===== config.mk =====
export PLATFORM = sky130hd
export DESIGN_NAME = seq_lut_gen
export DESIGN_NICKNAME = d
export VERILOG_FILES = /design/src/rtl/seq_lut_gen.sv
export SDC_FILE = /design/constraint.sdc
export NUM_CORES = 1
export LEC_CHECK = 0
export CORE_MARGIN = 2
export CORE_UTILIZATION = 54
export DETAILED_ROUTE_END_ITERATION = 16
export PLACE_DENSITY = 0.84
export SYNTH_ARGS = -nofsm -noshare
export SYNTH_HDL_FRONTEND = slang
export SYNTH_SLANG_ARGS = --single-unit

===== constraint.sdc =====
create_clock -name clk -period 3 [get_ports clk]
set_clock_uncertainty 0.2 [all_clocks]
set_input_delay 0.6 -clock clk [delete_from_list [all_inputs] [get_ports clk]]
set_output_delay 0.6 -clock clk [all_outputs]
set_load 0.01 [all_outputs]

===== src/rtl/seq_lut_gen.sv =====
// seq_lut_gen: programmable sequence generator.
// A registered index walks a writable DEPTH x W lookup table and presents one
// entry per enabled clock, in one-shot or looping mode, with a selectable length.
// Optional feature macro: SEQ_LUT_GEN_DIR_EN adds a 'dir' input that is latched
// at start and allows the table to be walked in descending order.

module seq_lut_gen #(
   parameter int W     = 3,
   parameter int DEPTH = 8,
   parameter int AW    = $clog2(DEPTH)
) (
   input  logic          clk,
   input  logic          rst,
   input  logic          start,
   input  logic          stop,
   input  logic          en,
   input  logic          loop,
   input  logic [AW:0]   len,
   input  logic          wr_en,
   input  logic [AW-1:0] wr_addr,
   input  logic [W-1:0]  wr_data,
`ifdef SEQ_LUT_GEN_DIR_EN
   input  logic          dir,
`endif
   output logic [W-1:0]  seq_out,
   output logic          seq_valid,
   output logic [AW-1:0] idx,
   output logic          busy,
   output logic          done
);

   typedef enum logic {IDLE, RUN} state_t;

   localparam logic [AW:0] LEN_MAX = (AW+1)'(DEPTH);

   state_t        r_state;
   state_t        w_stateNext;

   logic [W-1:0]  r_table [DEPTH];
   logic [W-1:0]  r_seqOut;
   logic          r_valid;
   logic [AW-1:0] r_idx;
   logic          r_done;
   logic [AW:0]   r_lenQ;
   logic          r_loopQ;

   logic [AW:0]   w_lenEff;
   logic [AW-1:0] w_startLast;
   logic [AW-1:0] w_lastIdx;
   logic [AW-1:0] w_wrapIdx;
   logic          w_atEnd;
   logic          w_dirIn;
   logic          w_desc;

   logic [AW-1:0] w_idxNext;
   logic          w_validNext;
   logic          w_doneNext;
   logic          w_load;
   logic          w_latch;

`ifdef SEQ_LUT_GEN_DIR_EN
   logic          r_dirQ;

   assign w_dirIn = dir;
   assign w_desc  = r_dirQ;

   // Direction is captured once at start and held for the whole sequence.
   always_ff @(posedge clk) begin
      if (rst) begin
         r_dirQ <= 1'b0;
      end else if (w_latch) begin
         r_dirQ <= dir;
      end
   end
`else
   assign w_dirIn = 1'b0;
   assign w_desc  = 1'b0;
`endif

   // A length of zero or one beyond the table size selects the full table.
   assign w_lenEff    = (len == '0 || len > LEN_MAX) ? LEN_MAX : len;
   assign w_startLast = AW'(w_lenEff - 1'b1);
   assign w_lastIdx   = AW'(r_lenQ - 1'b1);

   // The end of a lap is index 0 when descending and len-1 when ascending;
   // wrapping jumps explicitly to the opposite end rather than relying on overflow.
   assign w_atEnd   = w_desc ? (r_idx == '0) : (r_idx == w_lastIdx);
   assign w_wrapIdx = w_desc ? w_lastIdx : '0;

   // State register for the IDLE/RUN controller.
   always_ff @(posedge clk) begin
      if (rst) begin
         r_state <= IDLE;
      end else begin
         r_state <= w_stateNext;
      end
   end

   // Next-state and datapath control; stop outranks en, and start is only heard in IDLE.
   always_comb begin
      w_stateNext = r_state;
      w_idxNext   = r_idx;
      w_validNext = r_valid;
      w_doneNext  = 1'b0;
      w_load      = 1'b0;
      w_latch     = 1'b0;
      case (r_state)
         IDLE: begin
            if (start && !stop) begin
               w_stateNext = RUN;
               w_latch     = 1'b1;
               w_idxNext   = w_dirIn ? w_startLast : '0;
               w_load      = 1'b1;
               w_validNext = 1'b1;
            end
         end
         RUN: begin
            if (stop) begin
               w_stateNext = IDLE;
               w_validNext = 1'b0;
            end else if (en) begin
               if (w_atEnd) begin
                  if (r_loopQ) begin
                     w_idxNext = w_wrapIdx;
                     w_load    = 1'b1;
                  end else begin
                     w_stateNext = IDLE;
                     w_validNext = 1'b0;
                     w_doneNext  = 1'b1;
                  end
               end else begin
                  w_idxNext = w_desc ? (r_idx - 1'b1) : (r_idx + 1'b1);
                  w_load    = 1'b1;
               end
            end
         end
         default: begin
            w_stateNext = IDLE;
         end
      endcase
   end

   // Output and sequence-parameter registers; the table read sees pre-write contents.
   always_ff @(posedge clk) begin
      if (rst) begin
         r_seqOut <= '0;
         r_valid  <= 1'b0;
         r_idx    <= '0;
         r_done   <= 1'b0;
         r_lenQ   <= LEN_MAX;
         r_loopQ  <= 1'b0;
      end else begin
         r_valid <= w_validNext;
         r_done  <= w_doneNext;
         r_idx   <= w_idxNext;
         if (w_load) begin
            r_seqOut <= r_table[w_idxNext];
         end
         if (w_latch) begin
            r_lenQ  <= w_lenEff;
            r_loopQ <= loop;
         end
      end
   end

   // Table storage: identity pattern on reset, writable in any state.
   always_ff @(posedge clk) begin
      if (rst) begin
         for (int i = 0; i < DEPTH; i++) begin
            r_table[i] <= W'(i);
         end
      end else if (wr_en) begin
         r_table[wr_addr] <= wr_data;
      end
   end

   assign seq_out   = r_seqOut;
   assign seq_valid = r_valid;
   assign idx       = r_idx;
   assign busy      = (r_state == RUN);
   assign done      = r_done;

endmodule

After elaboration in Yosys (flattened, before gate mapping). Memories as Yosys holds them, arrays and structs flattened. A register that Yosys moved wholly into a read port is not among the register bits. Index checks and enable logic that the tools add are counted.

Add/subtract/negate cells: 2. Bitwise operators: 3. Reduce and logical (&&, ||, !) cells: 7. Equality and inequality tests: 5. Order comparisons: 1. Muxes and demuxes: 32.

Operators by type and width (count): $mux 3 (8); $mux 1 (20); $ne 3x3->1 const B (2); $pmux 1 s2 (3); $pmux 3 s2 (1); $reduce_or 5->1 (1); $gt 4x4->1 const B (1); $logic_not 4->1 (1); $reduce_and 4->1 (1); $add 3x1->3 const B (1); $eq 3x3->1 (1); $ne 3x2->1 const B (1); $not 1->1 (3); $reduce_or 3->1 (1); $sub 3x1->3 const B (1); $ne 2x2->1 const B (1); $logic_and 1x1->1 (1); $logic_not 1->1 (1); $logic_or 1x1->1 (1).

Memories: 1. Word-level logic and storage cells: 57. Bits in writable memories: 24. Output and inout port bits: 9. Register bits: 10. Input bits: 17.

Memory list: r_table (words 8, width 3, read ports 1, clocked after memory_dff 1, write ports 8, RTL line 39) `logic [W-1:0] r_table [DEPTH];`.

Depth between registers and ports, before layout. Gate-level depths: netlist of the first run.

Depth in word-level cells: 6. Mapped depth: 10. Mapped depth without buffers: 9.

Worst setup path after synthesis of the first run. No wires, ideal clock.

Kind: register to register. Start: reg r_lenQ[0]. End: reg r_seqOut[0], in the netlist seq_out[0] (read register of r_table). Setup time: 0.120 ns. Stages on the path, launching flop included: 11. Period minus slack after synthesis: 2.561 ns. Arrival time: 2.241 ns. Slack: 0.439 ns. Data required time: 2.680 ns. Cells stage by stage: dfxtp_1 > inv_1 > ha_1 > xnor2_1 > nor3_2 > or3_1 > buf_2 > and3_1 > a211oi_1 > a211oi_1 > o31a_1.

Longest elaborated chain between the ends: 6. Elaborated cells on any way between the ends: 10.

Ends and longest elaborated chain: start: declaration (RTL line 44) `logic [AW:0] r_lenQ;`; start signal: assignment (RTL line 160) `r_lenQ <= w_lenEff;`; $sub 3x1->3 * (RTL line 83) `assign w_lastIdx = AW'(r_lenQ - 1'b1);`; $eq 3x3->1 * (RTL line 87) `assign w_atEnd = w_desc ? (r_idx == '0) : (r_idx == w_lastIdx);`; $mux 3 or $mux 1 (tied branches) (RTL line 122) `if (w_atEnd) begin`; $mux 3 or $mux 1 (tied branches) (RTL line 121) `end else if (en) begin`; $mux 3 or $mux 1 (tied branches) (RTL line 118) `if (stop) begin`; $pmux 3 s2 or $pmux 1 s2 (tied branches) (RTL line 107) `case (r_state)`; end: declaration (RTL line 40) `logic [W-1:0] r_seqOut;`.

Every way passes the cells marked *; elsewhere a longest branch is shown, timed or not. A chain may end at the register's enable or synchronous reset.

Worst setup path in the final report of the first run. Same ends and word-level chain as after synthesis.

==> flow_metrics.py, run 1 <==
metrics = {
    "critical_path": {
        "critPathArrivalTime_ns": 2.87,
        "critical_path.slowest_cell": "or3_4",
        "slowest_delay_ns": 0.40,
        "crit_path_start_kind": "flip-flop",
        "required_ns": 3.08,
        "cp_cell_sequence": "inv_1, ha_1, xnor2_1, nor3_2, or3_4, nand2_1, buf_4, nand2_1, a311oi_1, o31a_1",
        "cp_num_buf_inv": 2,
        "cp-end-kind": "flip-flop",
        "path_class": "flip-flop to flip-flop",
        "crit_fanout": 11,
        "crit_family": "simple AND/OR/NAND/NOR gates",
        "path_common_cell": "nand2_1",
    },
    "power_and_ir_drop": {
        "pwr_density_cell_nw_per_um2": 467,
        "comb_power_share_pct": 10.8,
        "ir_worst_vdd_mv": 0.334,
        "seqPwrFrac_pct": 55.2,
        "power.switching_mw": 0.228,
        "netSwitchingFraction_pct": 21.7,
        "p_leak_nw": 0.787,
        "p_int_mw": 0.826,
        "clockPowerShare_pct": 34.0,
    },
    "clock_tree": {
        "cts-root-buf": "clkbuf_4",
        "cts_inserted_buffers": 5,
        "postCtsSetupRepairBufs": 0,
        "clock_path_buffers": 2,
        "cts_htree_levels": 2,
        "cts_tree": "done",
        "cts_sinks": 37,
        "hold_buffers": 0,
        "ctsResizeCount": 0,
        "cts.reportedPaths.clkPinSlew_ns": 0.11,
        "clk_latency_ns": 0.34,
    },
    "synthesis": {
        "synth_nets": 192,
        "synth_top_area_share_pct": 38.9,
        "synth_warnings": 0,
        "ys_seq_area_share_pct": 52.9,
        "ys_types": 37,
        "syn-cell-area_sq_um": 1850,
        "synth.area.top_cells": "edfxtp_1, dfxtp_1, and2_1, a211oi_1, nor2_1",
        "yosysMostFrequentCell": "edfxtp_1",
        "ys_seq_elements": 37,
        "synth.avg_cell_area_sq_um": 10.7,
        "postSynth.asyncResetShare_pct": 0,
        "synthCells": 173,
        "synth_edf_count": 24,
        "netlist_top_cells_count": "edfxtp_1, nor2_1, and2_1, dfxtp_1, or3_1",
        "synth_flop_cell": "edfxtp_1",
        "synth_largest_area_cell": "edfxtp_1",
    },
    "placement": {
        "dpl.hpwl_mm": 2.80,
        "port_buffers": 25,
        "place_congestion": 0.818,
    },
    "grt": {
        "antenna_found_initial": 0,
        "grt_max_degree": 23,
        "grt_pass1_vias": 1392,
        "overflow": 0,
        "grt_use_total_pct": 20.8,
        "grt_pass1_wl_mm": 6.29,
    },
    "sta": {
        "max-slew-margin-rel_pct": 65.6,
        "tightest_slew_ns": 0.512,
        "final.setup.tns_ns": 0,
        "timing.final.crit_share_pct": 93.0,
        "rsz0062_at_grt": "false",
        "finalSetupViolations": 0,
        "maxClockFrequency_ghz": 0.358,
        "period_needed_ns": 2.79,
        "report.final.slew_viol_count": 0,
        "finalHoldViolations": 0,
        "holdWs_ns": 0.270,
    },
    "drt": {
        "dr.first_iter.drc_count": 97,
        "drcViolationCount": 0,
        "vias": 1407,
        "via_per_inst": 5.63,
        "ant_nets": 0,
        "dr.pass1.iters": 4,
        "routed_wl_mm": 3.72,
        "wl_per_cell_microns": 14.9,
    },
    "layout": {
        "area_growth_pct": 21.7,
        "fin_nets": 222,
        "antennaDiodeCount": 0,
        "fillers": 263,
        "final_core_utilization_pct": 68.1,
        "layout-drive-gt1-share_pct": 14.2,
    },
    "min_path": {
        "hold_path_class": "flip-flop to flip-flop",
    },
    "floorplan": {
        "ioPinCount": 26,
        "design.core.area_sq_um": 3310,
        "row_count": 21,
        "dieArea_sq_um": 3920,
        "die_w_microns": 62.6,
        "initial_utilization_pct": 56.0,
        "fp.dieH_microns": 62.6,
    },
    "run": {
        "cap_violations": 0,
    },
    "outcome": {
        "status": "completed",
    },
}
[routing by layer]
layer  share of wire [%]  up-vias  global-route usage (%)
li1                    -      698                       -
met1                  43      664                    23.5
met2                  51       39                    36.7
met4                 1.3        0                    7.78
met3                 4.8        6                    6.49
met5                   0        -                       0
[final timing paths]
| check | startpoint | endpoint | slack [ns] | cells after the start |
|---|---|---|---|---|
| max | r_lenQ[0]$_SDFFE_PP0P_ | seq_out[0]$_SDFFE_PP0P_ | 0.21 | 10 |
| min | seq_valid$_SDFFE_PP0P_ | seq_valid$_SDFFE_PP0P_ | 0.27 | 2 |
| max reg2reg | r_lenQ[0]$_SDFFE_PP0P_ | seq_out[0]$_SDFFE_PP0P_ | 0.21 | 10 |
| min reg2reg | seq_valid$_SDFFE_PP0P_ | seq_valid$_SDFFE_PP0P_ | 0.27 | 2 |
[logic make-up (layout without fill, tap and decap cells)]
family,after synthesis,count (layout),share of synthesized area [%]
compound gates,30,30,12.2
xor+xnor,3,3,2.30
fa+ha+maj,2,2,1.35
buf+inv,11,42,2.97
flops,37,37,52.9
mux,3,3,1.62
simple gates,87,87,26.6
[flip-flops by register name (all words and copies together) (netlist names)]
name,count
busy,1
idx,3
seq_valid,1
r_loopQ,1
r_lenQ,3
seq_out,3
done,1
r_table,24
[power by group through the flow]
stage,Clock (mW),Combinational [mW],Sequential [mW]
after global placement,0,0.108,0.592
after global routing,0.386,0.124,0.585
final,0.359,0.114,0.582
after detailed placement,0,0.112,0.594
after floorplan,0,0.0590,0.590
after CTS,0.362,0.113,0.582
[final cells by class]
class,count,area [sq um],share of cell area (%)
multi-input cells,125,822,36.4
flip-flops and latches,37,981,43.5
inverters,2,7.51,0.333
clock buffers,7,55.1,2.44
repair buffers,32,303,13.4
clock inverters,1,30.0,1.33
well taps,46,57.6,2.55
[per-stage QoR]
stage	instances	total power, mW	cell area [sq um]	setup slack, ns
global placement	242	0.700	2170	0.0597
floorplan	173	0.649	1850	0.439
finish	250	1.05	2260	0.210
CTS	250	1.06	2250	0.117
global route	250	1.10	2260	0.0364
detailed placement	242	0.706	2170	-0.00495
[placed cells by master, fill, tap and decap left out, types with 6 or more instances in the layout]
master	instances
clkdlybuf4s50_1	25
edfxtp_1	24
nor2_1	20
and2_1	13
dfxtp_1	13
or3_1	11
a211oi_1	10
nand2_1	9
or2_2	7
and3_1	7
buf_4	7
a21oi_1	6
[worst min-delay path: cells and delay by family, from the launching register on]
kind               cells  cell delay, ns
DFF                    1            0.33
and+or+nand+nor        1            0.05
AOI/OAI and AO/OA      1            0.06
Note: power is estimated with default switching activity, not from simulation.
==> run 2: changes to the inputs <==
Settings changed: CAP_MARGIN from default to 25, CTS_CLUSTER_SIZE from default to 30.
==> results of run 2 <==
The final DEF is identical to that of run 1; final timing and power are the same.
==> run 3: changes to the inputs <==
Settings changed: CORE_UTILIZATION 54 to 37, PLACE_DENSITY 0.84 to 0.63, SKIP_CTS_REPAIR_TIMING from default to 1.
==> run 3 against run 2 <==
Against the previous run:
- final cell count increased by 9.2%
- sequential share of layout area is 1.4 points lower
- global-route usage fell by 5.2 points
- critical path depth did not move
- largest cell class unchanged
- routed wire length grew 1.4%
- first-iteration DRC count up 5.2%
- hold slack got worse by 0.0058 ns
- register-to-register slack improved by 0.05 ns
- core utilization shrank 19 points
==> flow_metrics.py, run 3 (same netlist as run 1, synthesis figures left out) <==
metrics = {
    "grt": {
        "grt_max_degree": 14,
        "grt_use_total_pct": 15.6,
        "use_met1_pct": 17.1,
        "met3_usage_pct": 3.75,
        "antenna_found_initial": 0,
        "overflow": 0,
        "use_met2_pct": 28.5,
        "grt_pass1_wl_mm": 6.41,
        "grt_pass1_vias": 1403,
        "top_usage_layer": "met2",
    },
    "layout": {
        "layoutNonFillerInstCount": 273,
        "largest-register": "r_table",
        "area_growth_pct": 25.7,
        "largest_register_ffs": 24,
        "fin_area_sq_um": 2330,
        "layout-drive-gt1-share_pct": 15.5,
        "final_core_utilization_pct": 48.7,
        "antennaDiodeCount": 0,
        "layout_commonest_cell": "clkdlybuf4s50_1",
        "final_cell_mix": "clkdlybuf4s50_1, edfxtp_1, nor2_1, and2_1, dfxtp_1",
        "fin_nets": 224,
    },
    "critical_path": {
        "required_ns": 2.98,
        "critPathArrivalTime_ns": 2.71,
        "cp-end-kind": "flip-flop",
        "crit_path_start_kind": "flip-flop",
        "path_class": "flip-flop to flip-flop",
        "reg2regPathDepth": 10,
        "crit_fanout": 9,
    },
    "min_path": {
        "hold_path_class": "flip-flop to flip-flop",
        "hold_depth": 2,
    },
    "placement": {
        "place_ws_ns": 0.0130,
        "dpl_cell_area_sq_um": 2210,
        "dp.cells": 265,
        "place_congestion": 0.846,
        "dpl.hpwl_mm": 2.95,
        "port_buffers": 25,
    },
    "run": {
        "cap_violations": 0,
    },
    "drt": {
        "ant_nets": 0,
        "via_per_inst": 5.03,
        "drcViolationCount": 0,
        "dr.pass1.iters": 4,
        "dr.first_iter.drc_count": 102,
        "wl_per_cell_microns": 13.8,
        "routed_wl_mm": 3.77,
        "vias": 1374,
    },
    "power_and_ir_drop": {
        "power.switching_mw": 0.244,
        "seqPwrFrac_pct": 52.0,
        "p_leak_nw": 0.803,
        "p_total_mw": 1.12,
        "clockPowerShare_pct": 37.6,
        "netSwitchingFraction_pct": 21.8,
        "p_int_mw": 0.873,
        "ir_worst_vdd_mv": 0.215,
        "comb_power_share_pct": 10.4,
        "pwr_density_cell_nw_per_um2": 480,
    },
    "sta": {
        "maxClockFrequency_ghz": 0.365,
        "period_needed_ns": 2.74,
        "final.setup.tns_ns": 0,
        "finalHoldViolations": 0,
        "report.final.slew_viol_count": 0,
        "max-slew-margin-rel_pct": 61.3,
        "tightest_slew_ns": 0.577,
        "holdWs_ns": 0.264,
        "fin_ws_ns": 0.261,
        "rsz0062_at_grt": "false",
        "finalSetupViolations": 0,
        "timing.final.crit_share_pct": 91.3,
    },
    "floorplan": {
        "die_w_microns": 74.8,
        "row_count": 25,
        "initial_utilization_pct": 38.7,
        "fp.dieH_microns": 74.8,
        "ioPinCount": 26,
        "dieArea_sq_um": 5590,
        "design.core.area_sq_um": 4790,
    },
    "outcome": {
        "status": "completed",
    },
    "clock_tree": {
        "clk_latency_ns": 0.29,
        "cts_tree": "done",
        "cts.reportedPaths.clkPinSlew_ns": 0.08,
        "cts_sinks": 37,
        "clock_path_buffers": 2,
        "cts-root-buf": "clkbuf_8",
        "cts_htree_levels": 2,
        "cts_inserted_buffers": 5,
    },
}
-- run 3: power by group through the flow --
stage | registers, mW | logic [mW] | clock network [mW]
6_report | 0.581 | 0.116 | 0.420
5_1_grt | 0.585 | 0.128 | 0.454
4_1_cts | 0.582 | 0.117 | 0.435
3_5_place_dp | 0.593 | 0.116 | 0
3_3_place_gp | 0.592 | 0.112 | 0
2_1_floorplan | 0.590 | 0.0590 | 0
-- run 3: area by class of cell --
class                           count  area (sq um)
Clock buffer                        5          68.8
Clock inverter                      3          41.3
Fill cell                         454          2460
Inverter                            2          7.51
Multi-Input combinational cell    125           830
Sequential cell                    37           981
Tap cell                           67          83.8
Timing Repair Buffer               34           318
-- run 3: worst paths after layout --
kind / from / slack (ns) / end
hold reg to reg: seq_valid$_SDFFE_PP0P_ / 0.26 / seq_valid$_SDFFE_PP0P_
setup reg to reg: r_lenQ[0]$_SDFFE_PP0P_ / 0.26 / seq_out[0]$_SDFFE_PP0P_
hold / removal: seq_valid$_SDFFE_PP0P_ / 0.26 / seq_valid$_SDFFE_PP0P_
setup / recovery: r_lenQ[0]$_SDFFE_PP0P_ / 0.26 / seq_out[0]$_SDFFE_PP0P_
-- run 3: metal layers --
layer	part of all wire (%)	vias to the layer above
met1	42	638
met5	0	-
met4	2.3	0
met2	51	29
li1	-	698
met3	5.0	9
-- run 3: critical path, stage by stage, from the launching register on --
cell	delay, ns
dfxtp_1	0.37
inv_1	0.06
ha_1	0.33
xnor2_2	0.18
nor3_2	0.29
or3_4	0.22
nand2_1	0.16
buf_4	0.21
a211oi_1	0.25
a211oi_1	0.08
o31a_1	0.28
